==> src/rtl/multicycle_control_unit_if.sv <==
// Memory-side handshake bundle for the multi-cycle control unit.
// master: the control unit (issues requests, latches instr).
// slave: the instruction/data memory side.
interface multicycle_control_unit_if;
  logic [31:0] instr;
  logic        imem_req;
  logic        imem_ack;
  logic        ir_we;
  logic        dmem_req;
  logic        dmem_ack;
  logic        mem_we;

  modport master (
    input  instr, imem_ack, dmem_ack,
    output imem_req, ir_we, dmem_req, mem_we
  );

  modport slave (
    output instr, imem_ack, dmem_ack,
    input  imem_req, ir_we, dmem_req, mem_we
  );
endinterface

==> src/rtl/multicycle_control_unit.sv <==
// Multi-cycle RV32I control unit: sequences FETCH/DECODE/EXEC/MEM/WB with
// req/ack memory handshakes, holds a registered control word for the whole
// instruction, traps on illegal encodings or ack timeouts, counts retires.
module multicycle_control_unit #(
  parameter int MEM_TIMEOUT   = 15,
  parameter int CHECK_ILLEGAL = 1,
  parameter int CNT_W         = 16
) (
  input  logic                     clk,
  input  logic                     rst_n,
  multicycle_control_unit_if.master bus,
  output logic [2:0]               ExtOP,
  output logic                     RegWr,
  output logic [2:0]               Branch,
  output logic                     MemtoReg,
  output logic                     MemWr,
  output logic [2:0]               MemOP,
  output logic                     ALUAsrc,
  output logic [1:0]               ALUBsrc,
  output logic [3:0]               ALUctr,
  output logic                     reg_we,
  output logic                     pc_we,
  output logic [2:0]               state,
  output logic                     illegal,
  output logic                     timeout,
  output logic [CNT_W-1:0]         retired
);

  typedef enum logic [2:0] {
    S_IDLE   = 3'd0,
    S_FETCH  = 3'd1,
    S_DECODE = 3'd2,
    S_EXEC   = 3'd3,
    S_MEM    = 3'd4,
    S_WB     = 3'd5,
    S_TRAP   = 3'd6
  } st_e;

  typedef struct packed {
    logic [2:0] ext_op;
    logic       reg_wr;
    logic [2:0] branch;
    logic       mem_to_reg;
    logic       mem_wr;
    logic [2:0] mem_op;
    logic       alua_src;
    logic [1:0] alub_src;
    logic [3:0] alu_ctr;
  } cw_t;

  // Wait counter only needs to reach MEM_TIMEOUT-1.
  localparam int TW = (MEM_TIMEOUT < 2) ? 1 : $clog2(MEM_TIMEOUT + 1);

  st_e         st;
  cw_t         cw, dcw;
  logic        dill;
  logic [6:0]  ir_op;
  logic [2:0]  ir_f3;
  logic [6:0]  ir_f7;
  logic [TW-1:0] wcnt;
  logic        tmo_hit;
  logic        imem_req_q, dmem_req_q, mem_we_q, reg_we_q, pc_we_q;
  logic        is_op;

  // Register/immediate fields never influence control decisions.
  logic        unused_instr_bits;
  assign unused_instr_bits = ^{bus.instr[24:15], bus.instr[11:7]};

  // Last wait cycle with no ack: the ack, if present, still takes priority.
  assign tmo_hit = (MEM_TIMEOUT != 0) && (int'(wcnt) == MEM_TIMEOUT - 1);
  assign is_op   = ir_op[5];

  // Combinational decode of the latched instruction fields into a control word.
  always_comb begin
    dcw  = '0;
    dill = 1'b0;
    if (ir_op[1:0] != 2'b11) begin
      dill = 1'b1;
    end else begin
      case (ir_op[6:2])
        5'b01101: begin // LUI
          dcw.ext_op   = 3'b001;
          dcw.reg_wr   = 1'b1;
          dcw.alub_src = 2'b01;
          dcw.alu_ctr  = 4'b0011;
        end
        5'b00101: begin // AUIPC
          dcw.ext_op   = 3'b001;
          dcw.reg_wr   = 1'b1;
          dcw.alua_src = 1'b1;
          dcw.alub_src = 2'b01;
        end
        5'b00100, 5'b01100: begin // OP-IMM / OP
          dcw.reg_wr       = 1'b1;
          dcw.alub_src     = is_op ? 2'b00 : 2'b01;
          dcw.alu_ctr[2:0] = (ir_f3 == 3'b011) ? 3'b010 : ir_f3;
          dcw.alu_ctr[3]   = (ir_f3 == 3'b011)
                           | ((ir_f3 == 3'b101) & ir_f7[5])
                           | (is_op & (ir_f3 == 3'b000) & ir_f7[5]);
          // func7 is only an opcode extension for OP and shift-immediates.
          if (is_op || ir_f3 == 3'b001 || ir_f3 == 3'b101) begin
            if (ir_f7 != 7'h00 && ir_f7 != 7'h20)
              dill = 1'b1;
            if (ir_f7[5] && !(ir_f3 == 3'b101 || (is_op && ir_f3 == 3'b000)))
              dill = 1'b1;
          end
        end
        5'b11011: begin // JAL
          dcw.ext_op   = 3'b100;
          dcw.reg_wr   = 1'b1;
          dcw.branch   = 3'b001;
          dcw.alua_src = 1'b1;
          dcw.alub_src = 2'b10;
        end
        5'b11001: begin // JALR
          dcw.reg_wr   = 1'b1;
          dcw.branch   = 3'b010;
          dcw.alua_src = 1'b1;
          dcw.alub_src = 2'b10;
          if (ir_f3 != 3'b000) dill = 1'b1;
        end
        5'b11000: begin // BRANCH
          dcw.ext_op  = 3'b011;
          dcw.branch  = {1'b1, ir_f3[2], ir_f3[0]};
          dcw.alu_ctr = ir_f3[1] ? 4'b1010 : 4'b0010;
          if (ir_f3[2:1] == 2'b01) dill = 1'b1;
        end
        5'b00000: begin // LOAD
          dcw.reg_wr     = 1'b1;
          dcw.mem_to_reg = 1'b1;
          dcw.alub_src   = 2'b01;
          dcw.mem_op     = ir_f3;
          if (ir_f3 == 3'b011 || ir_f3[2:1] == 2'b11) dill = 1'b1;
        end
        5'b01000: begin // STORE
          dcw.ext_op   = 3'b010;
          dcw.mem_wr   = 1'b1;
          dcw.alub_src = 2'b01;
          dcw.mem_op   = ir_f3;
          if (ir_f3 > 3'b010) dill = 1'b1;
        end
        default: dill = 1'b1;
      endcase
    end
    // Undecodable words never leak partial control into the datapath.
    if (dill) dcw = '0;
  end

  // Sequencer: state, control word, wait counter, sticky flags, retire count
  // and the registered strobes for the state being entered.
  always_ff @(posedge clk or negedge rst_n) begin
    if (!rst_n) begin
      st         <= S_IDLE;
      cw         <= '0;
      ir_op      <= '0;
      ir_f3      <= '0;
      ir_f7      <= '0;
      wcnt       <= '0;
      illegal    <= 1'b0;
      timeout    <= 1'b0;
      retired    <= '0;
      imem_req_q <= 1'b0;
      dmem_req_q <= 1'b0;
      mem_we_q   <= 1'b0;
      reg_we_q   <= 1'b0;
      pc_we_q    <= 1'b0;
    end else begin
      imem_req_q <= 1'b0;
      dmem_req_q <= 1'b0;
      mem_we_q   <= 1'b0;
      reg_we_q   <= 1'b0;
      pc_we_q    <= 1'b0;
      case (st)
        S_IDLE: begin
          st         <= S_FETCH;
          imem_req_q <= 1'b1;
          wcnt       <= '0;
        end
        S_FETCH: begin
          if (bus.imem_ack) begin
            ir_op <= bus.instr[6:0];
            ir_f3 <= bus.instr[14:12];
            ir_f7 <= bus.instr[31:25];
            st    <= S_DECODE;
          end else if (tmo_hit) begin
            st      <= S_TRAP;
            timeout <= 1'b1;
          end else begin
            imem_req_q <= 1'b1;
            wcnt       <= wcnt + 1'b1;
          end
        end
        S_DECODE: begin
          cw <= dcw;
          if (dill && CHECK_ILLEGAL != 0) begin
            st      <= S_TRAP;
            illegal <= 1'b1;
          end else begin
            st <= S_EXEC;
          end
        end
        S_EXEC: begin
          if (cw.mem_to_reg || cw.mem_wr) begin
            st         <= S_MEM;
            dmem_req_q <= 1'b1;
            mem_we_q   <= cw.mem_wr;
            wcnt       <= '0;
          end else begin
            st       <= S_WB;
            pc_we_q  <= 1'b1;
            reg_we_q <= cw.reg_wr;
          end
        end
        S_MEM: begin
          if (bus.dmem_ack) begin
            st       <= S_WB;
            pc_we_q  <= 1'b1;
            reg_we_q <= cw.reg_wr;
          end else if (tmo_hit) begin
            st      <= S_TRAP;
            timeout <= 1'b1;
          end else begin
            dmem_req_q <= 1'b1;
            mem_we_q   <= cw.mem_wr;
            wcnt       <= wcnt + 1'b1;
          end
        end
        S_WB: begin
          retired    <= retired + 1'b1;
          st         <= S_FETCH;
          imem_req_q <= 1'b1;
          wcnt       <= '0;
        end
        S_TRAP:  st <= S_TRAP;
        default: st <= S_TRAP;
      endcase
    end
  end

  assign state        = st;
  assign bus.imem_req = imem_req_q;
  assign bus.dmem_req = dmem_req_q;
  assign bus.mem_we   = mem_we_q;
  assign bus.ir_we    = (st == S_FETCH) && bus.imem_ack;
  assign reg_we       = reg_we_q;
  assign pc_we        = pc_we_q;

  assign ExtOP    = cw.ext_op;
  assign RegWr    = cw.reg_wr;
  assign Branch   = cw.branch;
  assign MemtoReg = cw.mem_to_reg;
  assign MemWr    = cw.mem_wr;
  assign MemOP    = cw.mem_op;
  assign ALUAsrc  = cw.alua_src;
  assign ALUBsrc  = cw.alub_src;
  assign ALUctr   = cw.alu_ctr;

endmodule

==> src/flat_wrapper.sv <==
// flat-port wrapper written by rule: the top's interface ports become plain ports
module multicycle_control_unit_flat 
#(
  parameter int MEM_TIMEOUT   = 15,
  parameter int CHECK_ILLEGAL = 1,
  parameter int CNT_W         = 16
)
  (clk, rst_n, ExtOP, RegWr, Branch, MemtoReg, MemWr, MemOP, ALUAsrc, ALUBsrc, ALUctr, reg_we, pc_we, state, illegal, timeout, retired, bus_instr, bus_imem_ack, bus_dmem_ack, bus_imem_req, bus_ir_we, bus_dmem_req, bus_mem_we);
  multicycle_control_unit_if bus_i ();
  input  logic clk;
  input  logic rst_n;
  output logic [2:0] ExtOP;
  output logic RegWr;
  output logic [2:0] Branch;
  output logic MemtoReg;
  output logic MemWr;
  output logic [2:0] MemOP;
  output logic ALUAsrc;
  output logic [1:0] ALUBsrc;
  output logic [3:0] ALUctr;
  output logic reg_we;
  output logic pc_we;
  output logic [2:0] state;
  output logic illegal;
  output logic timeout;
  output logic [CNT_W-1:0] retired;
  input wire logic [$bits(bus_i.instr)-1:0] bus_instr;
  input wire logic [$bits(bus_i.imem_ack)-1:0] bus_imem_ack;
  input wire logic [$bits(bus_i.dmem_ack)-1:0] bus_dmem_ack;
  output wire logic [$bits(bus_i.imem_req)-1:0] bus_imem_req;
  output wire logic [$bits(bus_i.ir_we)-1:0] bus_ir_we;
  output wire logic [$bits(bus_i.dmem_req)-1:0] bus_dmem_req;
  output wire logic [$bits(bus_i.mem_we)-1:0] bus_mem_we;
  assign bus_i.instr = bus_instr;
  assign bus_i.imem_ack = bus_imem_ack;
  assign bus_i.dmem_ack = bus_dmem_ack;
  assign bus_imem_req = bus_i.imem_req;
  assign bus_ir_we = bus_i.ir_we;
  assign bus_dmem_req = bus_i.dmem_req;
  assign bus_mem_we = bus_i.mem_we;
  multicycle_control_unit #(.MEM_TIMEOUT(MEM_TIMEOUT), .CHECK_ILLEGAL(CHECK_ILLEGAL), .CNT_W(CNT_W)) u_core (.clk(clk), .rst_n(rst_n), .bus(bus_i), .ExtOP(ExtOP), .RegWr(RegWr), .Branch(Branch), .MemtoReg(MemtoReg), .MemWr(MemWr), .MemOP(MemOP), .ALUAsrc(ALUAsrc), .ALUBsrc(ALUBsrc), .ALUctr(ALUctr), .reg_we(reg_we), .pc_we(pc_we), .state(state), .illegal(illegal), .timeout(timeout), .retired(retired));
endmodule
==> config.mk <==
export PLATFORM = sky130hd
export DESIGN_NAME = multicycle_control_unit_flat
export DESIGN_NICKNAME = d
export VERILOG_FILES = /design/src/rtl/multicycle_control_unit_if.sv /design/src/rtl/multicycle_control_unit.sv /design/src/flat_wrapper.sv
export SDC_FILE = /design/constraint.sdc
export NUM_CORES = 1
export LEC_CHECK = 0
export CORE_MARGIN = 4
export CORE_UTILIZATION = 25
export CTS_CLUSTER_DIAMETER = 100
export DETAILED_ROUTE_END_ITERATION = 8
export GPL_ROUTABILITY_DRIVEN = 0
export MAX_ROUTING_LAYER = met4
export PLACE_DENSITY_LB_ADDON = 0.2
export SLEW_MARGIN = 10
export SYNTH_ARGS = -nofsm -noshare
export SYNTH_HDL_FRONTEND = slang
export SYNTH_SLANG_ARGS = --single-unit
export TNS_END_PERCENT = 1
==> constraint.sdc <==
create_clock -name clk -period 6.4 [get_ports clk]
set_clock_uncertainty 0.2 [all_clocks]
set_input_delay 1.28 -clock clk [delete_from_list [all_inputs] [get_ports clk]]
set_output_delay 1.28 -clock clk [all_outputs]
set_load 0.005 [all_outputs]
### Yosys cells after proc, flatten, opt, wreduce, memory -nomap -nowiden

Index checks and enable logic that the tools add are counted.

| cells by class | value |
|---|---|
| reduce and logical (&&, ||, !) cells | 30 |
| add/sub/neg operators | 2 |
| eq/ne operators | 24 |
| $lt $le $gt $ge | 1 |
| multiplexer cells | 54 |
| bitwise logic cells | 5 |

Operators by type and width:

| kind | number |
|---|---|
| 2-to-1 mux 19 bit | 2 |
| 2-to-1 mux 1 bit | 28 |
| 2-to-1 mux 4 bit | 5 |
| 2-to-1 mux 3 bit | 6 |
| adder 16 x 1 -> 16 bit (second input constant) | 1 |
| one-hot mux 4 bit (4 select lines) | 1 |
| == test 5 x 4 -> 1 bit (second input constant) | 3 |
| == test 5 bit (second input constant) | 3 |
| one-hot mux 3 bit (5 select lines) | 1 |
| one-hot mux 1 bit (2 select lines) | 6 |
| one-hot mux 3 bit (4 select lines) | 1 |
| one-hot mux 4 bit (3 select lines) | 1 |
| == test 5 x 3 -> 1 bit (second input constant) | 2 |
| OR reduction 2 bit | 5 |
| == test 3 x 2 -> 1 bit (second input constant) | 3 |
| == test 3 bit (second input constant) | 3 |
| one-hot mux 3 bit (3 select lines) | 1 |
| inequality test 7 x 6 -> 1 bit (second input constant) | 1 |
| nonzero test 7 bit | 1 |
| OR reduction 7 bit | 1 |
| == test 3 x 1 -> 1 bit (second input constant) | 2 |
| logical NOT 3 bit | 2 |
| inequality test 2 bit (second input constant) | 3 |
| one-hot mux 1 bit (6 select lines) | 1 |
| 21 further kinds | 33 |

| word-level totals | value |
|---|---|
| bits of input ports | 36 |
| output and inout port bits | 46 |
| flip-flop bits (word level) | 66 |
| logic and storage cells | 138 |

### Depth between registers and ports, before layout

| depth | value |
|---|---|
| depth in word-level cells | 11 |
| mapped depth | 7 |
| mapped depth without buffers | 7 |

### Least setup slack after synthesis

No wires, ideal clock.

| timing path | value |
|---|---|
| kind | input to output |
| start point | input port bus_imem_ack |
| end point | output port bus_ir_we |
| setup slack | 3.122 ns |
| buffers on the path | 1 |
| data arrival time | 1.798 ns |
| data required time | 4.920 ns |
| stages on the path | 2 |
| cells stage by stage | nor3b_1 -> clkbuf_1 |

| between the ends | value |
|---|---|
| longest elaborated chain between the ends | 1 |

Ends and longest elaborated chain:

| element | RTL line | RTL |
|---|---|---|
| start: declaration | flat_wrapper.sv:28 | `input wire logic [$bits(bus_i.imem_ack)-1:0] bus_imem_ack;` |
| logical AND 1 bit | multicycle_control_unit.sv:244 | `assign bus.ir_we = (st == S_FETCH) && bus.imem_ack;` |
| end: declaration | flat_wrapper.sv:31 | `output wire logic [$bits(bus_i.ir_we)-1:0] bus_ir_we;` |

No other way between the ends.

### Worst setup path after layout

Ends and elaborated chain as after synthesis.

==> flow_summary.yaml <==
worst_setup_path:
  reg2regPathDepth: 5
  critical_path_class: "in -> out"
  worstReg2RegStart: "u_core.ir_f3[1]$_DFFE_PN0P_"
  cp-end-kind: "output port"
  path_max_fanout: 20
  startpoint_type: "input pin"
  critPathRequiredTime_ns: 4.92
  r2r_end: "u_core.Branch[1]$_DFFE_PN0P_"
  arrival_ns: 2.88
  ff2ff_setup_slack_ns: 3.86
layout:
  n_antenna_cell: 0
  drive_gt1_share_pct: 10.8
  nets: 403
  multiInputGateArea_um2: 1330
  area_growth_pct: 34.1
  finish.utilization_pct: 34.5
  regArea_um2: 1650
  fillers: 1221
routing:
  wl_um: 7580
  ant_nets: 0
  drtIter0Drc: 190
  vias: 2454
  firstDrtPassIters: 4
  drc: 0
  routedWlPerCell_um: 14.1
  viasPerCell: 4.57
pwr:
  p_clk_share_pct: 34.9
  pwr-share-seq_pct: 46.4
  comb_power_share_pct: 18.7
  power_switching_uw: 384
  p_int_uw: 887
  peakVddDrop_v: 0.000138
  switching_share_pct: 30.2
  power.density_nw_per_um2: 305
  p_leak_nw: 1.71
cts:
  htreeDepth: 3
  cts_root_buffer: "clkbuf_16"
  clock-sinks: 66
  cts_hold_buf: 0
  cts_tree: "built"
  path_clk_slew_ns: 0.06
  post_cts_buffers: 0
  clock_path_buffers: 2
  clk_latency_ns: 0.32
  cts_resized: 0
  cts_made_buffers: 9
floorplan:
  core-area_um2: 12100
  start_util_pct: 25.7
  dieHeight_um: 119
  die-area_um2: 14300
  ios: 82
  die_w_um: 119
  rows: 40
worst_hold_path:
  hold_end: "u_core.illegal$_DFFE_PN0P_"
  hold_class: "reg -> reg"
  hold_path_startpoint: "u_core.illegal$_DFFE_PN0P_"
  min_path_cells: 1
grt:
  overflow: 0
  grt_max_degree: 67
  grt_pass1_wl_um: 12300
  grt_pass1_vias: 2424
  grtUsageTotal_pct: 11.2
  grt_antenna_before_repair: 0
synth:
  synthTopCellsByArea: "dfrtp_1 (53%), nand2_1 (5.6%), mux2_2 (5.4%), o21ai_0 (5.0%), xnor2_1 (3.4%)"
  syn_inst: 302
  avgSynthCellArea_um2: 10.3
  syn_area_um2: 3100
  synth_flop_cell: "dfrtp_1"
  syn_nets: 341
  synth_top_area_cell: "dfrtp_1"
  yosysSeqAreaShare_pct: 53.2
  yosysMostFrequentCell: "dfrtp_1"
  synth_cell_types: 49
  synth_common_cells: "dfrtp_1 (66), nand2_1 (46), o21ai_0 (31)"
  async_flop_share_pct: 100
  synth_top_cell_area_share_pct: 53.2
  yosysWarnings: 0
  synth-seq-cells: 66
  synth_edf_count: 0
timing:
  maxSlewHeadroom_pct: 42.7
  min_period_over_period_pct: 68.2
  finalHoldViolCount: 0
  report.final.slew_viol_count: 0
  setup_violations: 0
  setup-tns-final_ns: 0
  rsz0062_at_grt: "false"
  worst_slew_pin_slew_ns: 0.860
  timing.fmax_ghz: 0.229
  fin_crit_ns: 4.36
placement:
  post-dp-hpwl_um: 5290
  port_buffers: 66
status:
  outcome: "completed"
job:
  cap_violations: 0
cells by family (layout without fill, tap and decap cells):
| kind of cell | Yosys count | after routing | synth area share, % |
|---|---|---|---|
| simple gates | 116 | 116 | 19.1 |
| compound gates | 61 | 61 | 12.5 |
| mux | 15 | 15 | 5.44 |
| xor+xnor | 16 | 16 | 4.52 |
| flops | 66 | 66 | 53.2 |
| buf+inv | 25 | 92 | 3.95 |
| fa+ha+maj | 3 | 3 | 1.21 |
metal layers:
layer  wire length, µm  global-route usage, %  vias to the layer above
met3               402                   3.47                        6
met4                63                   3.44                        0
met5                 0                      -                        -
li1                  -                      -                     1183
met2              3460                   16.7                       70
met1              3650                   14.6                     1195
how the worst max path moves through the flow:
stage | start | endpoint | slack (ns) | depth (start not counted)
floorplan | bus_imem_ack | bus_ir_we | 3.12 | 2
detailed placement | bus_imem_ack | bus_ir_we | 2.03 | 4
global route | bus_imem_ack | bus_ir_we | 1.96 | 4
CTS | bus_imem_ack | bus_ir_we | 2.01 | 4
finish | bus_imem_ack | bus_ir_we | 2.04 | 4
global placement | bus_imem_ack | bus_ir_we | 2.03 | 4
cells in the final DEF (no fill, tap or decap), types with 4 or more instances in the layout:
master,n
nand3_1,10
clkdlybuf4s50_1,65
nor2_1,16
a21oi_1,7
inv_1,8
clkbuf_16,9
mux2_2,15
xnor2_1,12
nand2_1,46
xor2_1,4
nand4_1,4
and3_1,4
nor3_1,8
dfrtp_1,66
o21ai_0,31
nor2b_1,6
state kept, by name, summed over array words and instances, names as in the netlist, 2 cells and up:
register and flops:
u_core.ir_f3 3, u_core.ExtOP 3, u_core.retired 16, u_core.Branch 3
u_core.MemOP 3, u_core.state 3, u_core.ir_f7 7, u_core.ALUctr 4
u_core.wcnt 4, u_core.ALUBsrc 2, u_core.ir_op 7
area by class of cell:
class / instances / share of cell area (%)
well taps: 168 / 5.05
inverters: 8 / 0.722
multi-input cells: 211 / 32.1
clock inverters: 3 / 0.361
repair buffers: 68 / 16.1
flip-flops and latches: 66 / 39.7
clock buffers: 13 / 6.01
metrics by stage:
stage	instance area, µm²	hold WS [ns]	total power, mW	std cells	setup WS (ns)
after CTS	4160	0.269	1.29	537	2.01
after global routing	4160	0.297	1.35	537	1.96
after global placement	3900	0.244	0.828	521	2.03
after floorplan	3100	0.251	0.741	302	3.12
final	4160	0.261	1.27	537	2.04
after detailed placement	3900	0.260	0.837	521	2.03
power by group through the flow:
stage               clock (mW)  sequential, mW  combinational, mW
finish                   0.444           0.589              0.238
CTS                      0.462           0.588              0.243
floorplan                    0           0.535              0.206
global placement             0           0.593              0.236
global route             0.477           0.604              0.271
detailed placement           0           0.596              0.242
critical path, cell delays in order:
cell	delay [ns]
clkdlybuf4s50_1	0.53
nor3b_2	0.21
buf_4	0.29
clkdlybuf4s50_1	0.56
(Power assumes the default switching activity.)
